<file path="src/rtl/rv32_ctrl_pkg.sv">
// Shared encodings for the multi-cycle RV32I controller: opcodes, ALU codes,
// FSM states and the per-state Moore control word.
package rv32_ctrl_pkg;

  localparam logic [6:0] OP_LW     = 7'b0000011;
  localparam logic [6:0] OP_SW     = 7'b0100011;
  localparam logic [6:0] OP_RTYPE  = 7'b0110011;
  localparam logic [6:0] OP_IALU   = 7'b0010011;
  localparam logic [6:0] OP_BRANCH = 7'b1100011;
  localparam logic [6:0] OP_JAL    = 7'b1101111;

  localparam logic [2:0] ALU_ADD = 3'b000;
  localparam logic [2:0] ALU_SUB = 3'b001;
  localparam logic [2:0] ALU_OR  = 3'b011;
  localparam logic [2:0] ALU_AND = 3'b100;
  localparam logic [2:0] ALU_SLT = 3'b101;

  localparam logic [1:0] SRCA_PC    = 2'b00;
  localparam logic [1:0] SRCA_OLDPC = 2'b01;
  localparam logic [1:0] SRCA_RS1   = 2'b10;
  localparam logic [1:0] SRCB_RS2   = 2'b00;
  localparam logic [1:0] SRCB_IMM   = 2'b01;
  localparam logic [1:0] SRCB_FOUR  = 2'b10;
  localparam logic [1:0] RES_ALUOUT = 2'b00;
  localparam logic [1:0] RES_MEM    = 2'b01;
  localparam logic [1:0] RES_ALU    = 2'b10;
  localparam logic [1:0] IMM_I      = 2'b00;
  localparam logic [1:0] IMM_S      = 2'b01;
  localparam logic [1:0] IMM_B      = 2'b10;
  localparam logic [1:0] IMM_J      = 2'b11;

  typedef enum logic [1:0] {ALUOP_ADD, ALUOP_SUB, ALUOP_FUNCT} alu_op_e;

  typedef enum logic [3:0] {
    S_FETCH    = 4'd0,
    S_DECODE   = 4'd1,
    S_MEMADR   = 4'd2,
    S_MEMREAD  = 4'd3,
    S_MEMWB    = 4'd4,
    S_MEMWRITE = 4'd5,
    S_EXECR    = 4'd6,
    S_EXECI    = 4'd7,
    S_ALUWB    = 4'd8,
    S_BRANCH   = 4'd9,
    S_JAL      = 4'd10
  } state_e;

  typedef struct packed {
    logic       adr_src;
    logic [1:0] src_a;
    logic [1:0] src_b;
    logic [1:0] result_src;
    alu_op_e    alu_op;
    logic       fetch_en;
    logic       pc_update;
    logic       branch;
    logic       reg_write;
    logic       mem_write;
  } ctrl_t;

  // fetch_en covers both ir_write and the PC+4 update; both wait on mem_ready.
  function automatic ctrl_t state_ctrl(state_e s);
    ctrl_t c;
    c = '0;
    case (s)
      S_FETCH:    begin c.src_b = SRCB_FOUR; c.result_src = RES_ALU; c.fetch_en = 1'b1; end
      S_DECODE:   begin c.src_a = SRCA_OLDPC; c.src_b = SRCB_IMM; end
      S_MEMADR:   begin c.src_a = SRCA_RS1; c.src_b = SRCB_IMM; end
      S_MEMREAD:  c.adr_src = 1'b1;
      S_MEMWB:    begin c.result_src = RES_MEM; c.reg_write = 1'b1; end
      S_MEMWRITE: begin c.adr_src = 1'b1; c.mem_write = 1'b1; end
      S_EXECR:    begin c.src_a = SRCA_RS1; c.src_b = SRCB_RS2; c.alu_op = ALUOP_FUNCT; end
      S_EXECI:    begin c.src_a = SRCA_RS1; c.src_b = SRCB_IMM; c.alu_op = ALUOP_FUNCT; end
      S_ALUWB:    c.reg_write = 1'b1;
      S_BRANCH:   begin c.src_a = SRCA_RS1; c.alu_op = ALUOP_SUB; c.branch = 1'b1; end
      S_JAL:      begin c.src_a = SRCA_OLDPC; c.src_b = SRCB_FOUR; c.pc_update = 1'b1; end
      default:    c = '0;
    endcase
    return c;
  endfunction

endpackage

</file>
<file path="src/rtl/rv32_multicycle_ctrl_if.sv">
// Controller <-> datapath bundle: instruction fields and flags in, control out.
interface rv32_multicycle_ctrl_if #(parameter int STATE_W = 4);
  logic [6:0]         opcode;
  logic [2:0]         funct3;
  logic               funct7b5;
  logic               zero;
  logic               mem_ready;
  logic [2:0]         alu_ctrl;
  logic [1:0]         alu_src_a;
  logic [1:0]         alu_src_b;
  logic [1:0]         result_src;
  logic [1:0]         imm_src;
  logic               adr_src;
  logic               ir_write;
  logic               pc_write;
  logic               reg_write;
  logic               mem_write;
  logic               illegal_op;
  logic [STATE_W-1:0] state_o;

  modport master (
    input  opcode, funct3, funct7b5, zero, mem_ready,
    output alu_ctrl, alu_src_a, alu_src_b, result_src, imm_src, adr_src,
           ir_write, pc_write, reg_write, mem_write, illegal_op, state_o
  );

  modport slave (
    output opcode, funct3, funct7b5, zero, mem_ready,
    input  alu_ctrl, alu_src_a, alu_src_b, result_src, imm_src, adr_src,
           ir_write, pc_write, reg_write, mem_write, illegal_op, state_o
  );
endinterface

</file>
<file path="src/rtl/rv32_alu_decoder.sv">
// Maps the controller's ALU operation class plus funct fields to the CS code.
module rv32_alu_decoder
  import rv32_ctrl_pkg::*;
(
  input  alu_op_e    alu_op,
  input  logic [2:0] funct3,
  input  logic       funct7b5,
  input  logic       op5,
  output logic [2:0] alu_ctrl
);

  // op5 separates R-type from I-ALU so addi with instr[30] set stays an add.
  always_comb begin
    alu_ctrl = ALU_ADD;
    case (alu_op)
      ALUOP_SUB: alu_ctrl = ALU_SUB;
      ALUOP_FUNCT: begin
        case (funct3)
          3'b000:  alu_ctrl = (funct7b5 & op5) ? ALU_SUB : ALU_ADD;
          3'b010:  alu_ctrl = ALU_SLT;
          3'b110:  alu_ctrl = ALU_OR;
          3'b111:  alu_ctrl = ALU_AND;
          default: alu_ctrl = ALU_ADD;
        endcase
      end
      default: alu_ctrl = ALU_ADD;
    endcase
  end

endmodule

</file>
<file path="src/rtl/rv32_multicycle_ctrl.sv">
// Multi-cycle RV32I main controller for lw/sw/R/I-ALU/beq/bne/jal.
//
// state    | meaning
// FETCH    | read instr at PC, PC+4 -> PC when mem_ready
// DECODE   | oldPC+imm -> ALUOut (branch/jal target), dispatch on opcode
// MEMADR   | rs1+imm effective address
// MEMREAD  | load access at ALUOut, wait mem_ready
// MEMWB    | load data -> rd
// MEMWRITE | store access at ALUOut, mem_write held until mem_ready
// EXECR    | rs1 op rs2
// EXECI    | rs1 op imm
// ALUWB    | ALUOut -> rd
// BRANCH   | rs1-rs2, redirect PC on taken
// JAL      | target -> PC, oldPC+4 computed for link
module rv32_multicycle_ctrl
  import rv32_ctrl_pkg::*;
#(
  parameter bit SUPPORT_BNE = 1'b1,
  parameter int STATE_W     = 4
) (
  input logic                    clk,
  input logic                    rst_n,
  rv32_multicycle_ctrl_if.master bus
);

  state_e state, state_d;
  ctrl_t  ctrl_q;
  logic   illegal;
  logic   taken;

  always_comb begin
    illegal = 1'b1;
    case (bus.opcode)
      OP_LW, OP_SW, OP_RTYPE, OP_IALU, OP_JAL: illegal = 1'b0;
      OP_BRANCH: illegal = !((bus.funct3 == 3'b000) || ((bus.funct3 == 3'b001) && SUPPORT_BNE));
      default:   illegal = 1'b1;
    endcase
  end

  always_comb begin
    state_d = state;
    case (state)
      S_FETCH:    if (bus.mem_ready) state_d = S_DECODE;
      S_DECODE: begin
        state_d = S_FETCH;
        if (!illegal) begin
          case (bus.opcode)
            OP_LW, OP_SW: state_d = S_MEMADR;
            OP_RTYPE:     state_d = S_EXECR;
            OP_IALU:      state_d = S_EXECI;
            OP_BRANCH:    state_d = S_BRANCH;
            OP_JAL:       state_d = S_JAL;
            default:      state_d = S_FETCH;
          endcase
        end
      end
      S_MEMADR:   state_d = (bus.opcode == OP_LW) ? S_MEMREAD : S_MEMWRITE;
      S_MEMREAD:  if (bus.mem_ready) state_d = S_MEMWB;
      S_MEMWRITE: if (bus.mem_ready) state_d = S_FETCH;
      S_EXECR, S_EXECI, S_JAL: state_d = S_ALUWB;
      default:    state_d = S_FETCH;
    endcase
  end

  // Control word is registered from the next state so every Moore output is a flop.
  always_ff @(posedge clk or negedge rst_n) begin
    if (!rst_n) begin
      state  <= S_FETCH;
      ctrl_q <= state_ctrl(S_FETCH);
    end else begin
      state  <= state_d;
      ctrl_q <= state_ctrl(state_d);
    end
  end

  assign taken = bus.funct3[0] ? ~bus.zero : bus.zero;

  // rst_n gating keeps the FETCH enables low while reset is held.
  assign bus.ir_write   = rst_n & ctrl_q.fetch_en & bus.mem_ready;
  assign bus.pc_write   = rst_n & ((ctrl_q.fetch_en & bus.mem_ready) | ctrl_q.pc_update
                                   | (ctrl_q.branch & taken));
  assign bus.reg_write  = ctrl_q.reg_write;
  assign bus.mem_write  = ctrl_q.mem_write;
  assign bus.adr_src    = ctrl_q.adr_src;
  assign bus.alu_src_a  = ctrl_q.src_a;
  assign bus.alu_src_b  = ctrl_q.src_b;
  assign bus.result_src = ctrl_q.result_src;
  assign bus.illegal_op = (state == S_DECODE) & illegal;
  assign bus.state_o    = STATE_W'(state);

  always_comb begin
    case (bus.opcode)
      OP_SW:     bus.imm_src = IMM_S;
      OP_BRANCH: bus.imm_src = IMM_B;
      OP_JAL:    bus.imm_src = IMM_J;
      default:   bus.imm_src = IMM_I;
    endcase
  end

  rv32_alu_decoder u_alu_decoder (
    .alu_op   (ctrl_q.alu_op),
    .funct3   (bus.funct3),
    .funct7b5 (bus.funct7b5),
    .op5      (bus.opcode[5]),
    .alu_ctrl (bus.alu_ctrl)
  );

endmodule

</file>
<file path="src/flat_wrapper.sv">
// flat-port wrapper written by rule: the top's interface ports become plain ports
module rv32_multicycle_ctrl_flat import rv32_ctrl_pkg::*;
#(
  parameter bit SUPPORT_BNE = 1'b1,
  parameter int STATE_W     = 4
)
  (clk, rst_n, bus_opcode, bus_funct3, bus_funct7b5, bus_zero, bus_mem_ready, bus_alu_ctrl, bus_alu_src_a, bus_alu_src_b, bus_result_src, bus_imm_src, bus_adr_src, bus_ir_write, bus_pc_write, bus_reg_write, bus_mem_write, bus_illegal_op, bus_state_o);
  rv32_multicycle_ctrl_if #(.STATE_W(STATE_W)) bus_i ();
  input logic clk;
  input logic rst_n;
  input wire logic [$bits(bus_i.opcode)-1:0] bus_opcode;
  input wire logic [$bits(bus_i.funct3)-1:0] bus_funct3;
  input wire logic [$bits(bus_i.funct7b5)-1:0] bus_funct7b5;
  input wire logic [$bits(bus_i.zero)-1:0] bus_zero;
  input wire logic [$bits(bus_i.mem_ready)-1:0] bus_mem_ready;
  output wire logic [$bits(bus_i.alu_ctrl)-1:0] bus_alu_ctrl;
  output wire logic [$bits(bus_i.alu_src_a)-1:0] bus_alu_src_a;
  output wire logic [$bits(bus_i.alu_src_b)-1:0] bus_alu_src_b;
  output wire logic [$bits(bus_i.result_src)-1:0] bus_result_src;
  output wire logic [$bits(bus_i.imm_src)-1:0] bus_imm_src;
  output wire logic [$bits(bus_i.adr_src)-1:0] bus_adr_src;
  output wire logic [$bits(bus_i.ir_write)-1:0] bus_ir_write;
  output wire logic [$bits(bus_i.pc_write)-1:0] bus_pc_write;
  output wire logic [$bits(bus_i.reg_write)-1:0] bus_reg_write;
  output wire logic [$bits(bus_i.mem_write)-1:0] bus_mem_write;
  output wire logic [$bits(bus_i.illegal_op)-1:0] bus_illegal_op;
  output wire logic [$bits(bus_i.state_o)-1:0] bus_state_o;
  assign bus_i.opcode = bus_opcode;
  assign bus_i.funct3 = bus_funct3;
  assign bus_i.funct7b5 = bus_funct7b5;
  assign bus_i.zero = bus_zero;
  assign bus_i.mem_ready = bus_mem_ready;
  assign bus_alu_ctrl = bus_i.alu_ctrl;
  assign bus_alu_src_a = bus_i.alu_src_a;
  assign bus_alu_src_b = bus_i.alu_src_b;
  assign bus_result_src = bus_i.result_src;
  assign bus_imm_src = bus_i.imm_src;
  assign bus_adr_src = bus_i.adr_src;
  assign bus_ir_write = bus_i.ir_write;
  assign bus_pc_write = bus_i.pc_write;
  assign bus_reg_write = bus_i.reg_write;
  assign bus_mem_write = bus_i.mem_write;
  assign bus_illegal_op = bus_i.illegal_op;
  assign bus_state_o = bus_i.state_o;
  rv32_multicycle_ctrl #(.SUPPORT_BNE(SUPPORT_BNE), .STATE_W(STATE_W)) u_core (.clk(clk), .rst_n(rst_n), .bus(bus_i));
endmodule
</file>
<file path="config.mk">
export PLATFORM = sky130hd
export DESIGN_NAME = rv32_multicycle_ctrl_flat
export DESIGN_NICKNAME = d
export VERILOG_FILES = /design/src/rtl/rv32_ctrl_pkg.sv /design/src/rtl/rv32_multicycle_ctrl_if.sv /design/src/rtl/rv32_alu_decoder.sv /design/src/rtl/rv32_multicycle_ctrl.sv /design/src/flat_wrapper.sv
export SDC_FILE = /design/constraint.sdc
export NUM_CORES = 1
export LEC_CHECK = 0
export BUFFER_PORTS_ARGS = -buffer_cell sky130_fd_sc_hd__buf_4
export CAP_MARGIN = 20
export CORE_MARGIN = 2
export CORE_UTILIZATION = 35
export CTS_BUF_LIST = sky130_fd_sc_hd__clkbuf_8
export DETAILED_ROUTE_END_ITERATION = 16
export PLACE_DENSITY = 0.67
export SLEW_MARGIN = 15
export SYNTH_ARGS = -nofsm -noshare
export SYNTH_HDL_FRONTEND = slang
export SYNTH_SLANG_ARGS = --single-unit
</file>
<file path="constraint.sdc">
create_clock -name clk -period 2.3 [get_ports clk]
set_clock_uncertainty 0.2 [all_clocks]
set_input_delay 0.23 -clock clk [delete_from_list [all_inputs] [get_ports clk]]
set_output_delay 0.23 -clock clk [all_outputs]
set_load 0.05 [all_outputs]
</file>
==> results.sh, run 1 <==
export IMPL_worstSetupPathType="reg -> reg"
export IMPL_fin_cells=169
export IMPL_seqPwrFrac=0.416
export IMPL_met1_usage=0.2028
export IMPL_reg2regPathDepth=4
export IMPL_synthArstFlopShare=1.000
export IMPL_maxCapViolations=0
export IMPL_timing_final_crit_share=0.9614
export IMPL_drt_wl_total_um=2352
export IMPL_fp_dieW_um=58.51
export IMPL_ant_nets=0
export IMPL_post_cts_resized=0
export IMPL_grt_busiest_layer="met2"
export IMPL_synth_area_top_cells="dfrtp_1, dfstp_2, buf_4, nand2b_1, o41ai_4"
export IMPL_final_common_cell="buf_4"
export IMPL_swShare=0.2953
export IMPL_fp_coreArea_mm2=0.002781
export IMPL_synth_edf_count=0
export IMPL_gp_congestion=0.8610
export IMPL_final_max_slew_viol_count=0
export IMPL_internal_power_w=0.0005236
export IMPL_ios=36
export IMPL_required_ps=2220
export IMPL_yosysTopAreaCellShare=0.3369
export IMPL_postCtsSetupBuffers=0
export IMPL_r2r_end="u_core.bus.alu_src_b[0]$_DFF_PN0_"
export IMPL_crit_path_end_kind="flop"
export IMPL_pwr_share_clk=0.316
export IMPL_layout_common_cells="buf_4, dfrtp_1, inv_1"
export IMPL_antenna_found_initial=0
export IMPL_cts_buffer_depth=2
export IMPL_route_vias_total=917
export IMPL_syn2layout_area_growth_pct=34.54
export IMPL_viasPerCell=5.426
export IMPL_cts_tree="done"
export IMPL_syn_area_mm2=0.001040
export IMPL_multiInputGateArea_um2=568.0
export IMPL_synth_seq_area_share=0.3875
export IMPL_fillers=270
export IMPL_clkTransAtPathRegs_ps=60
export IMPL_hold_path_class="in -> reg"
export IMPL_cp_max_fo=12
export IMPL_cts_buffers=3
export IMPL_use_met2=0.2488
export IMPL_wl_per_cell_um=13.92
export IMPL_synth_largest_area_cell="dfrtp_1"
export IMPL_power_leakage_nw=0.6851
export IMPL_worstSkewPairLatency_ps=240
export IMPL_grt_met3_usage=0.04176
export IMPL_fin_crit_ps=2211
export IMPL_outcome="complete, no violations"
export IMPL_ys_warn_count=0
export IMPL_finalHoldViolCount=0
export IMPL_grt_pass1_wl_um=4022
export IMPL_grt_pass1_vias=855
export IMPL_drc_errors=0
export IMPL_worst_pin_slew_ps=366.3
export IMPL_comb_power_share=0.268
export IMPL_crit_path_start="u_core.bus.state_o[2]$_DFF_PN0_"
export IMPL_synth_nets=121
export IMPL_drive_above_1_share=0.4493
export IMPL_dp_cells=164
export IMPL_grt_total_usage=0.1535
export IMPL_ys_types=44
export IMPL_p_switching_w=0.0002194
export IMPL_cts_root_buf="clkbuf_8"
export IMPL_num_antenna_cells=0
export IMPL_grt_max_degree=19
export IMPL_reg2reg_from="u_core.bus.state_o[2]$_DFF_PN0_"
export IMPL_setup_viol=0
export IMPL_cellPowerDensity_mw_per_mm2=531.2
export IMPL_max_vdd_ir_drop_v=0.0005591
export IMPL_syn_inst=104
export IMPL_rsz0062_at_grt="false"
export IMPL_clock_fmax_mhz=452.3
export IMPL_ys_flop_type="dfrtp_1"
export IMPL_syn_avg_cell_area_um2=9.998
export IMPL_slew_headroom=0.7532
export IMPL_seq_area_um2=407.9
export IMPL_io_buffer_count=35
export IMPL_clock_sinks=16
export IMPL_critPathArrivalTime_ps=2130
export IMPL_die_area_mm2=0.003423
export IMPL_fin_hold_ws_ps=121.7
export IMPL_start_kind="flop"
export IMPL_r2r_slack_ps=90
export IMPL_htreeDepth=1
export IMPL_nets=156
export IMPL_start_util=0.3738
export IMPL_synth_seq_cells=16
export IMPL_crit_end="u_core.bus.alu_src_b[0]$_DFF_PN0_"
export IMPL_grt_overflow_total=0
export IMPL_num_rows=19
export IMPL_dr_first_iter_drc_count=8
export IMPL_dr_pass1_iters=3
export IMPL_die_h_um=58.51
export IMPL_dp_hpwl_um=1877
==> flip-flops by register name, summed over array words and instances (netlist names) <==
register,count
u_core.bus.reg_write,1
u_core.bus.result_src,1
u_core.ctrl_q,4
u_core.bus.mem_write,1
u_core.bus.alu_src_b,2
u_core.bus.state_o,4
u_core.bus.alu_src_a,2
u_core.bus.adr_src,1
==> routing by layer <==
layer / part of all wire / wire (µm) / vias to the layer above
met5: 0 / 0 / -
met4: 0.0034 / 8 / 0
met3: 0.045 / 106 / 2
met2: 0.49 / 1160 / 19
met1: 0.46 / 1076 / 450
li1: - / - / 446
==> critical path, stage by stage (launching register included) <==
cell and delay (ps):
dfrtp_2 470, or4b_4 620, o31ai_4 350, nor4_2 90, or3_1 350
==> area by class of cell <==
| type | count | share of cell area |
|---|---|---|
| multi-input cells | 71 | 0.4061 |
| flip-flops and latches | 16 | 0.2916 |
| repair buffers | 40 | 0.2165 |
| clock buffers | 4 | 0.03936 |
| well taps | 31 | 0.02773 |
| inverters | 7 | 0.01878 |
==> power groups by stage <==
stage	combinational, W	sequential (W)	clock, W
4_1_cts	0.000200	0.000309	0.000245
3_3_place_gp	0.000197	0.000313	0
5_1_grt	0.000213	0.000311	0.000259
3_5_place_dp	0.000199	0.000314	0
2_1_floorplan	0.000130	0.000322	0
6_report	0.000199	0.000309	0.000235
==> worst min-delay path by stage <==
stage                              from                            endpoint  slack, ps  cells after the start
after floorplan                   rst_n        u_core.bus.adr_src$_DFF_PN0_       -270                      0
after global placement            rst_n      u_core.bus.reg_write$_DFF_PN0_       -100                      1
after detailed placement          rst_n      u_core.bus.reg_write$_DFF_PN0_       -100                      1
after CTS                 bus_mem_ready  u_core.bus.result_src[0]$_DFF_PN0_        120                      3
after global routing      bus_mem_ready  u_core.bus.result_src[0]$_DFF_PN0_        130                      3
final                     bus_mem_ready  u_core.bus.result_src[0]$_DFF_PN0_        120                      3
==> through the flow <==
step	setup slack [ps]	util	setup TNS, ps	total power (W)	area, µm²
after floorplan	-40.06	-	-73.20	0.0004520	1077
after global placement	148.6	0.4795	0	0.0005094	1334
after detailed placement	94.70	0.4795	0	0.0005126	1334
after CTS	100.8	0.5029	0	0.0007546	1399
after global routing	16.64	0.5029	0	0.0007832	1399
final	88.83	0.5029	0	0.0007430	1399
==> logic make-up (layout without fill, tap and decap cells) <==
group / after synthesis / in the layout / share of synthesized area
AOI/OAI and AO/OA: 21 / 21 / 0.1745
muxes: 1 / 1 / 0.01083
and+or+nand+nor: 45 / 45 / 0.2888
adders and majority gates: 2 / 2 / 0.02406
buffers and inverters: 17 / 51 / 0.09748
DFF: 16 / 16 / 0.3875
xor gates and xnor gates: 2 / 2 / 0.01685
==> Yosys cell counts, drive strengths merged (3+ instances only) <==
cell and n:
dfrtp 14, nand2 5, nor3 6, nand2b 5, a31oi 3, o21ai 3, nor2b 3, nor2 4
inv 7, and3 3, buf 8, or3 3
==> timing repair <==
item                                   in CTS  in global routing
setup endpoints to repair                   0                  0
hold buffers                                1                  0
endpoints found under the hold margin      16                  0
(Power assumes the default switching activity.)
==> inputs of run 2 (changes only) <==
- BUFFER_PORTS_ARGS: -buffer_cell sky130_fd_sc_hd__buf_4 -> not set
- CORE_MARGIN: 2 -> 1.5
- DONT_BUFFER_PORTS: not set -> 1
- PLACE_DENSITY: 0.67 -> 0.56
- SYNTH_HIERARCHICAL: not set -> 1
==> results.sh, run 2 <==
export IMPL_outcome="complete, no violations"
export IMPL_synth_cells_most_frequent="dfrtp_1, buf_4, inv_1, nor2_1, a21oi_1"
export IMPL_layout_common_cells="dfrtp_1, buf_4, inv_1"
export IMPL_syn_inst=115
export IMPL_synth_mux_area_frac=0.01899
export IMPL_grt_pass1_wl_um=3884
export IMPL_synth_seq_cells=17
export IMPL_timing_final_crit_share=0.9586
export IMPL_critPathArrivalTime_ps=2190
export IMPL_worstSetupPathType="reg -> reg"
export IMPL_power_leakage_nw=0.5675
export IMPL_ys_warn_count=6
export IMPL_r2r_end="u_core/ctrl_q[6]$_DFF_PN0_"
export IMPL_synth_area_top_cells="dfrtp_1, dfstp_2, buf_4, a21oi_1, inv_1"
export IMPL_ys_types=47
export IMPL_synth_edf_count=0
export IMPL_swShare=0.3131
export IMPL_ios=36
export IMPL_synthArstFlopShare=1.000
export IMPL_slowest_stage="dlygate4sd3_1"
export IMPL_start_util=0.3668
export IMPL_reg2reg_from="u_core/bus.state_o[2]$_DFF_PN0_"
export IMPL_fin_crit_ps=2205
export IMPL_synthAdderAreaFrac=0.02235
export IMPL_whs_path_depth=2
export IMPL_crit_chain="or4b_4 -> nor4b_4 -> dlygate4sd3_1"
export IMPL_place_area_mm2=0.001211
export IMPL_slew_headroom=0.4924
export IMPL_fp_coreArea_mm2=0.003053
export IMPL_rsz0062_at_grt="false"
export IMPL_finalHoldViolCount=0
export IMPL_wl_per_cell_um=14.60
export IMPL_clock_sinks=17
export IMPL_dr_pass1_iters=4
export IMPL_hold_path_class="in -> reg"
export IMPL_worst_pin_slew_ps=758.9
export IMPL_synth_largest_area_cell="dfrtp_1"
export IMPL_seqPwrFrac=0.511
export IMPL_synth_nets=132
export IMPL_hp_start="bus_mem_ready"
export IMPL_worstSkewPairLatency_ps=250
export IMPL_synth_simple_gate_area_share=0.2827
export IMPL_required_ps=2290
export IMPL_maxCapViolations=0
export IMPL_synth_compound_area_share=0.1665
export IMPL_dr_max_layer_used="met3"
export IMPL_drc_errors=0
export IMPL_wl_met1_um=1158
export IMPL_num_antenna_cells=0
export IMPL_multiInputGateArea_um2=585.6
export IMPL_internal_power_w=0.0004937
export IMPL_cp_max_fo=10
export IMPL_synth_most_common_cell="dfrtp_1"
export IMPL_dr_wl_met2_um=1146
export IMPL_gp_congestion=0.8562
export IMPL_grt_max_degree=18
export IMPL_setup_viol=0
export IMPL_yosysTopAreaCellShare=0.3128
export IMPL_synth_top_family_by_area="simple AND/OR/NAND/NOR gates"
export IMPL_drive_above_1_share=0.3065
export IMPL_die_h_um=59.57
export IMPL_cts_root_buf="clkbuf_8"
export IMPL_ys_flop_type="dfrtp_1"
export IMPL_ant_nets=0
export IMPL_fp_dieW_um=59.57
export IMPL_drt_wl_total_um=2453
export IMPL_seq_area_um2=429.2
export IMPL_p_switching_w=0.0002251
export IMPL_max_stage_delay_ps=600
export IMPL_dp_hpwl_um=1870
export IMPL_syn2layout_area_growth_pct=16.42
export IMPL_num_rows=20
export IMPL_cts_buffer_depth=2
export IMPL_io_buffer_count=0
export IMPL_stdcell_area_mm2=0.001304
export IMPL_route_vias_total=879
export IMPL_antenna_found_initial=0
export IMPL_setup_ws_ps=95.33
export IMPL_clkTransAtPathRegs_ps=70
export IMPL_pwr_share_clk=0.307
export IMPL_fin_tns_setup_ps=0
export IMPL_max_vdd_ir_drop_v=0.0002250
export IMPL_start_kind="flop"
export IMPL_wl_met3_um=149
export IMPL_hold_end="u_core/bus.adr_src$_DFF_PN0_"
export IMPL_comb_power_share=0.182
export IMPL_synth_xor_area_share=0.01564
export IMPL_viasPerCell=5.232
export IMPL_reg2regPathDepth=3
export IMPL_nets=142
export IMPL_crit_path_end_kind="flop"
export IMPL_grt_overflow_total=0
export IMPL_r2r_slack_ps=100
export IMPL_die_area_mm2=0.003548
export IMPL_syn_area_mm2=0.001120
export IMPL_place_ws_ps=156.4
export IMPL_fillers=319
export IMPL_htreeDepth=1
export IMPL_grt_total_usage=0.1476
export IMPL_final_common_cell="dfrtp_1"
export IMPL_cts_tree="done"
export IMPL_synth_seq_area_share=0.3832
export IMPL_cts_buffers=3
export IMPL_p_total_w=0.0007188
export IMPL_cellPowerDensity_mw_per_mm2=551.3
export IMPL_syn_avg_cell_area_um2=9.738
export IMPL_grt_pass1_vias=812
export IMPL_final_max_slew_viol_count=0
export IMPL_dr_first_iter_drc_count=19
export IMPL_clock_fmax_mhz=453.6
run 2: changes by cell type in the layout (fill, tap and decap cells not counted), sizes merged, moves of 3 or more:
cell,change
buf,-25
a21oi,+6
nor2,+4
nor3,-4
dlygate4sd3,+3
nand3b,+3
or3b,+3
run 2: power by group through the flow:
stage	Combinational (W)	Sequential (W)	Clock, W
after detailed placement	0.000119	0.000373	0
final	0.000131	0.000367	0.000221
after CTS	0.000130	0.000367	0.000230
after global placement	0.000119	0.000372	0
after global routing	0.000141	0.000370	0.000247
after floorplan	0.000136	0.000343	0
run 2: kinds of logic (layout without fill, tap and decap cells):
group | count (synthesis) | after routing
adders and majority gates | 2 | 2
buffers and inverters | 21 | 30
and+or+nand+nor | 45 | 45
xor gates and xnor gates | 2 | 2
DFF | 17 | 17
AOI/OAI and AO/OA | 26 | 26
muxes | 2 | 2
run 2: critical path, delay by kind of cell (launching register included):
family	cells	cell delay, ps
AND/OR/NAND/NOR	2	870
flip-flops	1	480
buffers and inverters	1	600
run 2: area by class of cell:
class	instances	share of cell area
clock buffers	3	0.03167
inverters	8	0.02303
repair buffers	18	0.1209
well taps	44	0.04223
clock inverters	1	0.003839
flip-flops and latches	17	0.3292
multi-input cells	77	0.4491
run 2: worst max-delay path by stage:
stage / startpoint / endpoint / slack (ps) / cells after the start
detailed placement: u_core/bus.state_o[0]$_DFF_PN0_ / u_core/bus.alu_src_b[0]$_DFF_PN0_ / 160 / 7
global placement: u_core/bus.state_o[0]$_DFF_PN0_ / u_core/bus.alu_src_b[0]$_DFF_PN0_ / 140 / 5
finish: u_core/bus.state_o[2]$_DFF_PN0_ / u_core/ctrl_q[6]$_DFF_PN0_ / 100 / 3
floorplan: u_core/bus.state_o[1]$_DFF_PN0_ / u_core/bus.alu_src_b[0]$_DFF_PN0_ / 3 / 6
global route: u_core/bus.state_o[2]$_DFF_PN0_ / u_core/ctrl_q[6]$_DFF_PN0_ / 30 / 3
CTS: u_core/bus.state_o[2]$_DFF_PN0_ / bus_illegal_op / 50 / 4
run 2: metrics by stage:
stage	std cells	util	hold WS, ps
after floorplan	115	-	-265.6
after global placement	160	0.3967	-265.2
after detailed placement	160	0.3967	-265.2
after CTS	168	0.4250	65.96
after global routing	168	0.4270	90.00
final	168	0.4270	89.69
run 2: what timing repair did:
item	CTS	global route
setup buffers	0	0
hold buffers	4	0
resized for setup	0	1
setup endpoints to repair	0	2
endpoints found under the hold margin	21	0
run 2: routing by layer:
| layer | up-vias | GRT usage |
|---|---|---|
| li1 | 424 | - |
| met1 | 433 | 0.2022 |
| met2 | 22 | 0.2292 |
| met3 | 0 | 0.05459 |
| met4 | 0 | 0.01905 |
| met5 | - | 0 |
==> inputs of run 3 (changes only) <==
- SETUP_SLACK_MARGIN: not set -> 0.2
==> results.sh, run 3 (synthesis gave the netlist of run 2 again) <==
export IMPL_outcome="complete, no violations"
export IMPL_p_total_w=0.0007081
export IMPL_comb_power_share=0.180
export IMPL_num_rows=20
export IMPL_clkTransAtPathRegs_ps=60
export IMPL_cellPowerDensity_mw_per_mm2=532.4
export IMPL_io_buffer_count=0
export IMPL_nets=142
export IMPL_finalHoldViolCount=0
export IMPL_grt_total_usage=0.1422
export IMPL_num_antenna_cells=0
export IMPL_max_stage_delay_ps=580
export IMPL_seqPwrFrac=0.524
export IMPL_clock_sinks=17
export IMPL_whs_path_depth=2
export IMPL_grt_pass1_wl_um=3795
export IMPL_start_kind="flop"
export IMPL_dr_first_iter_drc_count=23
export IMPL_dr_pass1_iters=4
export IMPL_route_vias_total=907
export IMPL_seq_area_um2=434.2
export IMPL_place_area_mm2=0.001199
export IMPL_max_vdd_ir_drop_v=0.0002494
export IMPL_timing_final_crit_share=0.9271
export IMPL_pwr_share_clk=0.296
export IMPL_htreeDepth=1
export IMPL_die_area_mm2=0.003548
export IMPL_r2r_end="u_core/bus.alu_src_b[0]$_DFF_PN0_"
export IMPL_critPathArrivalTime_ps=2100
export IMPL_drt_wl_total_um=2496
export IMPL_syn2layout_area_growth_pct=18.77
export IMPL_cts_buffer_depth=2
export IMPL_drc_errors=0
export IMPL_viasPerCell=5.399
export IMPL_cp_max_fo=5
export IMPL_worstSetupPathType="reg -> reg"
export IMPL_rsz0062_at_grt="true"
export IMPL_stdcell_area_mm2=0.001330
export IMPL_worstSkewPairLatency_ps=240
export IMPL_fp_dieW_um=59.57
export IMPL_worst_pin_slew_ps=757.7
export IMPL_power_leakage_nw=0.5675
export IMPL_crit_path_end_kind="flop"
export IMPL_ios=36
export IMPL_hp_start="bus_opcode[4]"
export IMPL_hold_end="u_core/ctrl_q[6]$_DFF_PN0_"
export IMPL_drive_above_1_share=0.3710
export IMPL_internal_power_w=0.0004890
export IMPL_fp_coreArea_mm2=0.003053
export IMPL_reg2regPathDepth=5
export IMPL_layout_common_cells="buf_4, dfrtp_1, inv_1"
export IMPL_hold_path_class="in -> reg"
export IMPL_reg2reg_from="u_core/bus.state_o[3]$_DFF_PN0_"
export IMPL_die_h_um=59.57
export IMPL_final_max_slew_viol_count=0
export IMPL_place_ws_ps=188.1
export IMPL_dp_hpwl_um=1844
export IMPL_setup_ws_ps=167.6
export IMPL_swShare=0.3094
export IMPL_p_switching_w=0.0002191
export IMPL_cts_buffers=3
export IMPL_crit_chain="or4b_4 -> nor4b_4 -> a31oi_1 -> a32o_1 -> a21oi_2"
export IMPL_antenna_found_initial=0
export IMPL_cts_tree="done"
export IMPL_gp_congestion=0.7669
export IMPL_fin_hold_ws_ps=63.73
export IMPL_slowest_stage="or4b_4"
export IMPL_setup_viol=0
export IMPL_ant_nets=0
export IMPL_wl_per_cell_um=14.86
export IMPL_r2r_slack_ps=170
export IMPL_start_util=0.3668
export IMPL_multiInputGateArea_um2=621.8
export IMPL_fin_tns_setup_ps=0
export IMPL_grt_max_degree=18
export IMPL_maxCapViolations=0
export IMPL_slew_headroom=0.4932
export IMPL_required_ps=2270
export IMPL_grt_overflow_total=0
export IMPL_final_common_cell="buf_4"
export IMPL_clock_fmax_mhz=469.0
export IMPL_fin_crit_ps=2132
export IMPL_fillers=312
export IMPL_grt_pass1_vias=800
export IMPL_cts_root_buf="clkbuf_8"
run 3: cell type report:
cell class              count  area share
inverters                   8     0.02258
clock buffers               3     0.03104
flip-flops and latches     17      0.3264
multi-input cells          77      0.4675
repair buffers             18      0.1082
well taps                  44     0.04139
clock inverters             1    0.002822
run 3: how the worst max path moves through the flow:
stage | startpoint | cells after the start | slack [ps] | end
after CTS | u_core/bus.state_o[1]$_DFF_PN0_ | 5 | 190 | u_core/bus.alu_src_b[0]$_DFF_PN0_
after detailed placement | u_core/bus.state_o[1]$_DFF_PN0_ | 5 | 190 | u_core/bus.alu_src_b[0]$_DFF_PN0_
after global routing | u_core/bus.state_o[2]$_DFF_PN0_ | 6 | 120 | u_core/bus.alu_src_b[0]$_DFF_PN0_
final | u_core/bus.state_o[3]$_DFF_PN0_ | 5 | 170 | u_core/bus.alu_src_b[0]$_DFF_PN0_
after global placement | u_core/bus.state_o[1]$_DFF_PN0_ | 5 | 200 | u_core/bus.alu_src_b[0]$_DFF_PN0_
after floorplan | u_core/bus.state_o[1]$_DFF_PN0_ | 6 | 110 | u_core/bus.alu_src_b[0]$_DFF_PN0_
run 3: power groups by stage:
| stage | Sequential [W] | Combinational, W | Clock [W] |
|---|---|---|---|
| detailed placement | 0.000376 | 0.000108 | 0 |
| global placement | 0.000376 | 0.000107 | 0 |
| floorplan | 0.000344 | 0.000140 | 0 |
| global route | 0.000372 | 0.000137 | 0.000235 |
| finish | 0.000371 | 0.000128 | 0.000210 |
| CTS | 0.000371 | 0.000119 | 0.000217 |
run 3: per-layer routing:
metal  global-route usage  vias up  share of wire
li1                     -      425              -
met1               0.2022      444           0.45
met2               0.2135       38           0.48
met3              0.05022        0          0.073
met4              0.01905        0              0
met5                    0        -              0
run 3: stage by stage:
step,utilization,instances
after floorplan,-,115
after global placement,0.3926,157
after detailed placement,0.3926,157
after CTS,0.4221,166
after global routing,0.4357,168
final,0.4357,168
run 3: what timing repair did:
action,CTS,global route
pin swaps,1,4
endpoints found under the setup margin,3,8
hold buffers,3,0
hold endpoints to repair,20,0
resized for setup,0,5
buffers inserted,2,2
run 3: worst max-delay path: cells and delay by family, from the launching register on:
kind               cells  cell delay, ps
AOI/OAI and AO/OA      3             460
DFF                    1             450
and+or+nand+nor        2             950
